$ cat src/rtl/alu_srcb_stage_pkg.sv
// Shared pipeline definitions for the EX-stage operand-B select.
//
// Contents:
//   EXT_ZERO / EXT_SIGN / EXT_UPPER : ext_mode encodings (2'b11 is reserved, treated as sign)
//   FWD_NONE                        : fwd_sel value choosing the register-file read port
//   DEFAULT_DATA_W / DEFAULT_IMM_W  : default datapath and immediate widths
package alu_srcb_stage_pkg;

  localparam int unsigned DEFAULT_DATA_W = 32;
  localparam int unsigned DEFAULT_IMM_W  = 16;

  localparam logic [1:0] EXT_ZERO  = 2'b00;
  localparam logic [1:0] EXT_SIGN  = 2'b01;
  localparam logic [1:0] EXT_UPPER = 2'b10;

  localparam int unsigned FWD_NONE = 0;

endpackage

$ cat src/rtl/alu_srcb_stage_imm_extender.sv
// Immediate extender: widens an IMM_W-bit immediate field to DATA_W bits.
// Purely combinational, so it can also feed the branch-target adder.
//
// Ports:
//   imm_in    in  IMM_W   raw immediate field
//   ext_mode  in  2       EXT_ZERO / EXT_SIGN / EXT_UPPER, 2'b11 behaves as EXT_SIGN
//   ext_imm   out DATA_W  extended immediate
module alu_srcb_stage_imm_extender
  import alu_srcb_stage_pkg::*;
#(
  parameter int unsigned DATA_W = DEFAULT_DATA_W,
  parameter int unsigned IMM_W  = DEFAULT_IMM_W
) (
  input  logic [IMM_W-1:0]  imm_in,
  input  logic [1:0]        ext_mode,
  output logic [DATA_W-1:0] ext_imm
);

  if (DATA_W < IMM_W) begin : g_bad_width
    $error("alu_srcb_stage_imm_extender: DATA_W must be >= IMM_W");
  end

  if (DATA_W == IMM_W) begin : g_same_width
    // No room to extend into: every mode is a straight pass-through.
    logic unused_ext_mode;
    assign unused_ext_mode = ^ext_mode;
    assign ext_imm         = imm_in;
  end else begin : g_extend
    localparam int unsigned UpW = DATA_W - IMM_W;

    logic [DATA_W-1:0] zero_ext;
    logic [DATA_W-1:0] sign_ext;
    logic [DATA_W-1:0] upper_ext;

    assign zero_ext  = {{UpW{1'b0}}, imm_in};
    assign sign_ext  = {{UpW{imm_in[IMM_W-1]}}, imm_in};
    assign upper_ext = {imm_in, {UpW{1'b0}}};

    always_comb begin
      ext_imm = sign_ext;
      unique case (ext_mode)
        EXT_ZERO:  ext_imm = zero_ext;
        EXT_SIGN:  ext_imm = sign_ext;
        EXT_UPPER: ext_imm = upper_ext;
        default:   ext_imm = sign_ext;  // reserved encoding
      endcase
    end
  end

endmodule

$ cat src/rtl/alu_srcb_stage.sv
// EX-stage ALU operand-B select, registered into the EX stage.
//
// Operand B is either the (possibly forwarded) rt value or an extended immediate. The forwarded
// rt value is also registered as store data so loads/stores and ALU ops share this stage.
//
// Ports:
//   clk        in  1               pipeline clock
//   rst_n      in  1               asynchronous active-low reset
//   stall      in  1               hold all registered outputs
//   flush      in  1               insert a bubble (wins over stall)
//   valid_in   in  1               ID-stage instruction valid
//   rd2_in     in  DATA_W          register-file read port 2 value
//   imm_in     in  IMM_W           raw immediate field
//   ext_mode   in  2               immediate extension mode
//   alusrc     in  1               0 = register path, 1 = extended immediate
//   fwd_sel    in  SEL_W           0 = rd2_in, k = fwd_data slice k-1, > NUM_FWD = rd2_in
//   fwd_data   in  NUM_FWD*DATA_W  concatenated forwarded results, slice 0 in the LSBs
//   srcb_out   out DATA_W          registered ALU operand B
//   wdata_out  out DATA_W          registered store data
//   valid_out  out 1               registered valid
module alu_srcb_stage
  import alu_srcb_stage_pkg::*;
#(
  parameter int unsigned DATA_W  = DEFAULT_DATA_W,
  parameter int unsigned IMM_W   = DEFAULT_IMM_W,
  parameter int unsigned NUM_FWD = 2
) (
  input  logic                              clk,
  input  logic                              rst_n,
  input  logic                              stall,
  input  logic                              flush,
  input  logic                              valid_in,
  input  logic [DATA_W-1:0]                 rd2_in,
  input  logic [IMM_W-1:0]                  imm_in,
  input  logic [1:0]                        ext_mode,
  input  logic                              alusrc,
  input  logic [$clog2(NUM_FWD+1)-1:0]      fwd_sel,
  input  logic [NUM_FWD*DATA_W-1:0]         fwd_data,
  output logic [DATA_W-1:0]                 srcb_out,
  output logic [DATA_W-1:0]                 wdata_out,
  output logic                              valid_out
);

  localparam int unsigned SEL_W = $clog2(NUM_FWD + 1);

  if (NUM_FWD < 1) begin : g_bad_fwd
    $error("alu_srcb_stage: NUM_FWD must be >= 1");
  end

  // Forward select. Anything other than a valid slice index, including out-of-range
  // selects, falls back to the register-file value so the mux never produces X.
  logic [DATA_W-1:0] fwd_val;

  always_comb begin
    fwd_val = rd2_in;
    if (fwd_sel != SEL_W'(FWD_NONE)) begin
      for (int k = 1; k <= int'(NUM_FWD); k++) begin
        if (fwd_sel == SEL_W'(k)) begin
          fwd_val = fwd_data[(k-1)*DATA_W +: DATA_W];
        end
      end
    end
  end

  logic [DATA_W-1:0] ext_imm;

  alu_srcb_stage_imm_extender #(
    .DATA_W (DATA_W),
    .IMM_W  (IMM_W)
  ) u_imm_extender (
    .imm_in   (imm_in),
    .ext_mode (ext_mode),
    .ext_imm  (ext_imm)
  );

  logic [DATA_W-1:0] srcb_next;
  logic [DATA_W-1:0] wdata_next;

  assign srcb_next  = alusrc ? ext_imm : fwd_val;
  assign wdata_next = fwd_val;

  // Stage registers. Data is captured even for valid_in = 0; consumers qualify by valid_out.
  logic [DATA_W-1:0] srcb_q,  srcb_d;
  logic [DATA_W-1:0] wdata_q, wdata_d;
  logic              valid_q, valid_d;

  always_comb begin
    srcb_d  = srcb_q;
    wdata_d = wdata_q;
    valid_d = valid_q;
    if (flush) begin
      srcb_d  = '0;
      wdata_d = '0;
      valid_d = 1'b0;
    end else if (!stall) begin
      srcb_d  = srcb_next;
      wdata_d = wdata_next;
      valid_d = valid_in;
    end
  end

  always_ff @(posedge clk or negedge rst_n) begin
    if (!rst_n) begin
      srcb_q  <= '0;
      wdata_q <= '0;
      valid_q <= 1'b0;
    end else begin
      srcb_q  <= srcb_d;
      wdata_q <= wdata_d;
      valid_q <= valid_d;
    end
  end

  assign srcb_out  = srcb_q;
  assign wdata_out = wdata_q;
  assign valid_out = valid_q;

endmodule

$ cat config.mk
export PLATFORM = sky130hd
export DESIGN_NAME = alu_srcb_stage
export DESIGN_NICKNAME = d
export VERILOG_FILES = /design/src/rtl/alu_srcb_stage_pkg.sv /design/src/rtl/alu_srcb_stage_imm_extender.sv /design/src/rtl/alu_srcb_stage.sv
export SDC_FILE = /design/constraint.sdc
export NUM_CORES = 1
export LEC_CHECK = 0
export BUFFER_PORTS_ARGS = -buffer_cell sky130_fd_sc_hd__buf_2
export CORE_MARGIN = 3
export CORE_UTILIZATION = 50
export DETAILED_ROUTE_END_ITERATION = 8
export HOLD_SLACK_MARGIN = 0.05
export PLACE_DENSITY_LB_ADDON = 0.15
export SYNTH_ARGS = -nofsm -noshare
export SYNTH_HDL_FRONTEND = slang
export SYNTH_SLANG_ARGS = --single-unit
$ cat constraint.sdc
create_clock -name clk -period 1.14 [get_ports clk]
set_input_delay 0.114 -clock clk [delete_from_list [all_inputs] [get_ports clk]]
set_output_delay 0.114 -clock clk [all_outputs]
set_load 0.005 [all_outputs]
**After elaboration in Yosys (flattened, before gate mapping)**

Index checks and enable logic that the tools add are counted.

- Register bits: 65
- Memories kept: 0
- Output and inout bits: 65
- Bits of input ports: 122
- ROM bits: 0
- Word-level logic and storage cells: 20
- Bits in writable memories: 0
- Bits in latches: 0

- Shift-type cells: 0
- Mux-type cells: 11
- Div/mod/pow operators: 0
- Bitwise logic cells: 0
- Eq/ne operators: 4
- Reduce and logical (&&, ||, !) cells: 2
- Order comparisons: 0
- Add/subtract/negate cells: 0
- $mul: 0

Operators by type and width:

| kind | count |
|---|---|
| 32-bit two-way mux | 8 |
| 32-bit case mux with 2 select lines | 1 |
| 2-bit == test (second input constant) | 2 |
| 2-bit by 1-bit == test with 1-bit output (second input constant) | 1 |
| 2-bit zero test | 1 |
| 1-bit two-way mux | 2 |
| 2-bit by 1-bit inequality test with 1-bit output (second input constant) | 1 |
| 2-bit nonzero test | 1 |

**Depth between registers and ports, before layout**

- Depth after elaboration: 7
- Gate-level depth with buffers: 5
- Mapped depth without buffers: 3

**Cells and area by module**

A second synthesis with hierarchy kept.

- Cells, all modules: 360
- Area, all modules: 3,985.1 µm²

Modules (own cells, without submodules):

| module | area an instance (µm²) | instances | seq. area each (µm²) | cells an instance |
|---|---|---|---|---|
| alu_srcb_stage | 3,692.3 | 1 | 1,626.6 | 321 |
| alu_srcb_stage_imm_extender | 292.8 | 1 | 0.0 | 39 |

**Least setup slack after synthesis**

No wires, ideal clock.

- Kind: input-to-reg
- From: input fwd_sel[1]
- To: register srcb_q[18], in the netlist srcb_out[18]
- Stages on the path: 4
- Arrival time: 1,023 ps
- Buffers on the path: 2
- Data required time: 1,053 ps
- Slack: 30 ps
- Cell sequence: clkbuf_1 buf_2 mux2_2 o221ai_2

- Cells in the longest elaborated chain, start to end: 7
- Elaborated cells between the ends (all ways): 9
- Classes of those cells: eq/ne: 2; mux: 6; reduce/logical: 1

Ends and longest elaborated chain:

| element | line | RTL |
|---|---|---|
| from (decl) | alu_srcb_stage.sv:37 | `input logic [$clog2(NUM_FWD+1)-1:0] fwd_sel,` |
| 2-bit by 1-bit == test with 1-bit output | alu_srcb_stage.sv:58 | `if (fwd_sel == SEL_W'(k)) begin` |
| 32-bit two-way mux (2 in a row) | alu_srcb_stage.sv:58 |  |
| 32-bit two-way mux * | alu_srcb_stage.sv:56 | `if (fwd_sel != SEL_W'(FWD_NONE)) begin` |
| 32-bit two-way mux * | alu_srcb_stage.sv:79 | `assign srcb_next = alusrc ? ext_imm : fwd_val;` |
| 32-bit two-way mux * | alu_srcb_stage.sv:95 | `end else if (!stall) begin` |
| 32-bit two-way mux * | alu_srcb_stage.sv:91 | `if (flush) begin` |
| to (signal assigned) | alu_srcb_stage.sv:108 | `srcb_q <= srcb_d;` |
| to (decl) | alu_srcb_stage.sv:83 | `logic [DATA_W-1:0] srcb_q, srcb_d;` |

Every way passes the cells marked *; elsewhere a longest branch is shown, timed or not. The select of a mux whose other input is x is not followed.
A chain may end at the register's enable or synchronous reset.

**Worst setup path in the final report**

- From: register srcb_q[14], in the netlist srcb_out[14]
- To: output srcb_out[14]

RTL lines:

| element | line | RTL |
|---|---|---|
| to (decl) | alu_srcb_stage.sv:39 | `output logic [DATA_W-1:0] srcb_out,` |

No word-level cell between the ends.

==> results.sh <==
export IMPL_status="finished, final reports clean"
export IMPL_static_leakage_power_nw=2.73
export IMPL_fin_area_um2=5220
export IMPL_sequential_area_share_after_synthesis_pct=42.6
export IMPL_synth_fp_nets=469
export IMPL_first_global_vias=3575
export IMPL_worst_slew_pin_slew_ns=0.595
export IMPL_pre_cts_slack_ns=-0.466
export IMPL_final_max_slew_violation_count=0
export IMPL_die_area_um2=8720
export IMPL_synth_avg_cell_area_um2=11.0
export IMPL_crit_family="flip-flops"
export IMPL_layout_overhead_on_the_synthesized_area_pct=36.7
export IMPL_drt_wl_total_um=11000
export IMPL_post_synth_inst_count=347
export IMPL_post_route_min_period_ns=0.997
export IMPL_synth_warning_count=0
export IMPL_crit_path_start_kind="register"
export IMPL_timing_critical_path_to_type="output port"
export IMPL_track_usage_pct=25.5
export IMPL_tritoncts_clock_tree="done"
export IMPL_layout_cells_most_common="buf_2"
export IMPL_synth_compound_gate_area_share_pct=18.3
export IMPL_cts_path_max_buffers=2
export IMPL_post_dp_cell_area_um2=4980
export IMPL_chipWidth_um=93.4
export IMPL_worstPathRequired_ns=1.03
export IMPL_synthDistinctLibCells=27
export IMPL_clockPowerShare_pct=34.8
export IMPL_grt_start_max_net_pins=66
export IMPL_critPathSlowestCell="dfrtp_1"
export IMPL_seqCellArea_um2=1630
export IMPL_holdPathEnd="srcb_out[31]$_DFFE_PN0P_"
export IMPL_post_place_cells=628
export IMPL_initial_utilization_pct=52.1
export IMPL_hold_path_depth=3
export IMPL_max_slew_headroom_at_the_worst_pin_pct=60.2
export IMPL_adder_cell_area_share_of_the_yosys_netlist_pct=0
export IMPL_worst_slack_ns=0.143
export IMPL_first_pass_grt_wire_length_um=17400
export IMPL_worstHoldStart="imm_in[15]"
export IMPL_htreeDepth=3
export IMPL_powerDensity_nw_per_um2=1150
export IMPL_boundaryPins=187
export IMPL_critical_path_peak_fanout=2
export IMPL_multi_input_comb_area_um2=1980
export IMPL_launch_point_of_the_critical_path="srcb_out[14]$_DFFE_PN0P_"
export IMPL_rrSetupSlack_ns=0.32
export IMPL_cp_cell_sequence="buf_2"
export IMPL_worstSetupPathType="register to output port"
export IMPL_final_hold_slack_ns=0.0758
export IMPL_share_of_synthesized_area_spent_on_multiplexers_pct=26.7
export IMPL_vertical_die_dimension_um=93.4
export IMPL_port_buffer_count=186
export IMPL_route_detailed_wl_per_inst_um=17.1
export IMPL_rr_startpoint="srcb_out[15]$_DFFE_PN0P_"
export IMPL_final_cell_mix="buf_2, mux2i_1, dfrtp_1, nand2_1, o21ai_1"
export IMPL_switching_share_pct=26.9
export IMPL_basic_gate_share_of_the_synthesized_area_counting_and_or_nand_and_nor_cells_pct=6.49
export IMPL_cp_arrival_ns=0.88
export IMPL_final_period_utilization_pct=87.5
export IMPL_worstPathBufferInverterCount=1
export IMPL_number_of_inserted_diodes=0
export IMPL_detailed_place_hpwl_um=8690
export IMPL_seq_power_share_pct=42.7
export IMPL_max_stage_delay_ns=0.41
export IMPL_numClockSinks=65
export IMPL_rows=31
export IMPL_clk_insertion_delay_late_ns=0.34
export IMPL_worst_ir_drop_vdd_uv=628
export IMPL_internal_power_mw=4.39
export IMPL_report_final_hold_viol_count=0
export IMPL_drtIter0Drc=255
export IMPL_grt_antenna_before_repair=0
export IMPL_globalplace_congestion=0.769
export IMPL_report_final_setup_viol=0
export IMPL_worstRegToRegCells=1
export IMPL_grt_remaining_overflow=0
export IMPL_synthesis_area_um2=3820
export IMPL_hp_class="input pin to register"
export IMPL_final_fill_count=566
export IMPL_vias=3524
export IMPL_core_area_um2=7330
export IMPL_synth_top_family_by_area="multiplexers"
export IMPL_root_buffer="clkbuf_8"
export IMPL_synth_xor_xnor_area_share_pct=0
export IMPL_cts_inserted_buffers=9
export IMPL_skew_ns=0
export IMPL_drtAntennaViolNets=0
export IMPL_fmax_mhz=1000
export IMPL_pwr_share_comb_pct=22.6
export IMPL_first_pass_iters=4
export IMPL_clk_transition_reported_paths_ns=0.07
export IMPL_route_detailed_drc=0
export IMPL_layout_nets=665
export IMPL_viasPerCell=5.46
export IMPL_worstReg2RegEnd="srcb_out[15]$_DFFE_PN0P_"
export IMPL_final_instance_count_excl_fill=646
export IMPL_synth_seq_cells=65
export IMPL_unrepaired_setup_endpoints_after_global_routing="false"
export IMPL_cap_viol_max_count=0
export IMPL_p_sw_mw=1.62
export IMPL_drive_above_1_share_pct=51.0
-- metal layers --
layer	vias up	global-route usage (%)	share of wire, %
li1	1675	-	-
met1	1678	30.4	39
met2	155	43.9	50
met3	16	6.19	9.0
met4	0	10.5	2.4
met5	-	0	0
-- power groups by stage --
stage	Combinational [mW]	Sequential (mW)	Clock (mW)
final	1.36	2.56	2.09
after global placement	1.32	2.60	0
after global routing	1.49	2.58	2.20
after CTS	1.37	2.56	2.13
after detailed placement	1.36	2.60	0
after floorplan	0.676	2.61	0
-- worst max path at each step --
stage | endpoint | slack, ns | cells past startpoint
after CTS | srcb_out[19] | 0.13 | 1
final | srcb_out[14] | 0.14 | 1
after detailed placement | srcb_out[18]$_DFFE_PN0P_ | -0.47 | 5
after global routing | srcb_out[18]$_DFFE_PN0P_ | 0.11 | 5
after global placement | srcb_out[18]$_DFFE_PN0P_ | -0.42 | 5
after floorplan | srcb_out[18]$_DFFE_PN0P_ | 0.03 | 4
-- final cells by class --
cell class                      instances  area share [%]
Multi-Input combinational cell        251            37.9
Clock inverter                          2           0.671
Tap cell                               99            2.37
Sequential cell                        65            31.1
Timing Repair Buffer                  216            24.5
Clock buffer                           13            3.43
-- kinds of logic after synthesis --
group	count (synthesis)
compound gates	95
buf+inv	31
flops	65
mux	97
simple gates	59
-- Yosys cell counts, drive strengths merged --
| library cell | count | share of area, % |
|---|---|---|
| or3 | 1 | 0.16 |
| mux2 | 31 | 9.4 |
| a221o | 1 | 0.26 |
| mux2i | 66 | 17 |
| o221ai | 15 | 5.9 |
| nor2b | 2 | 0.33 |
| and3 | 1 | 0.16 |
| clkbuf | 9 | 0.88 |
| or2 | 1 | 0.16 |
| a32oi | 15 | 3.4 |
| nand2 | 48 | 4.7 |
| and2 | 1 | 0.16 |
| dfrtp | 65 | 43 |
| nand2b | 1 | 0.16 |
| buf | 22 | 5.0 |
| o21ai | 46 | 6.0 |
| nor2 | 3 | 0.29 |
| a22o | 1 | 0.23 |
| a21oi | 15 | 2.0 |
| nor3b | 1 | 0.33 |
| o211ai | 2 | 0.52 |
-- registers in the layout (all words and copies together), names as in the netlist --
signal     count
valid_out      1
srcb_out      32
wdata_out     32
-- through the flow --
| stage | power (mW) | utilization [%] | TNS, ns |
|---|---|---|---|
| after detailed placement | 3.96 | 67.9 | -5.87 |
| after CTS | 6.06 | 71.2 | 0 |
| after floorplan | 3.29 | - | 0 |
| after global routing | 6.27 | 71.2 | 0 |
| after global placement | 3.93 | 67.9 | -5.19 |
| final | 6.01 | 71.2 | 0 |
-- repair_timing --
item | in CTS | in global routing
setup endpoints to repair | 9 | 0
hold endpoints to repair | 66 | 0
gates resized for setup | 1 | 0
buffers inserted | 0 | 0
hold buffers | 3 | 0
No activity file was read; power rests on OpenSTA's default activity.
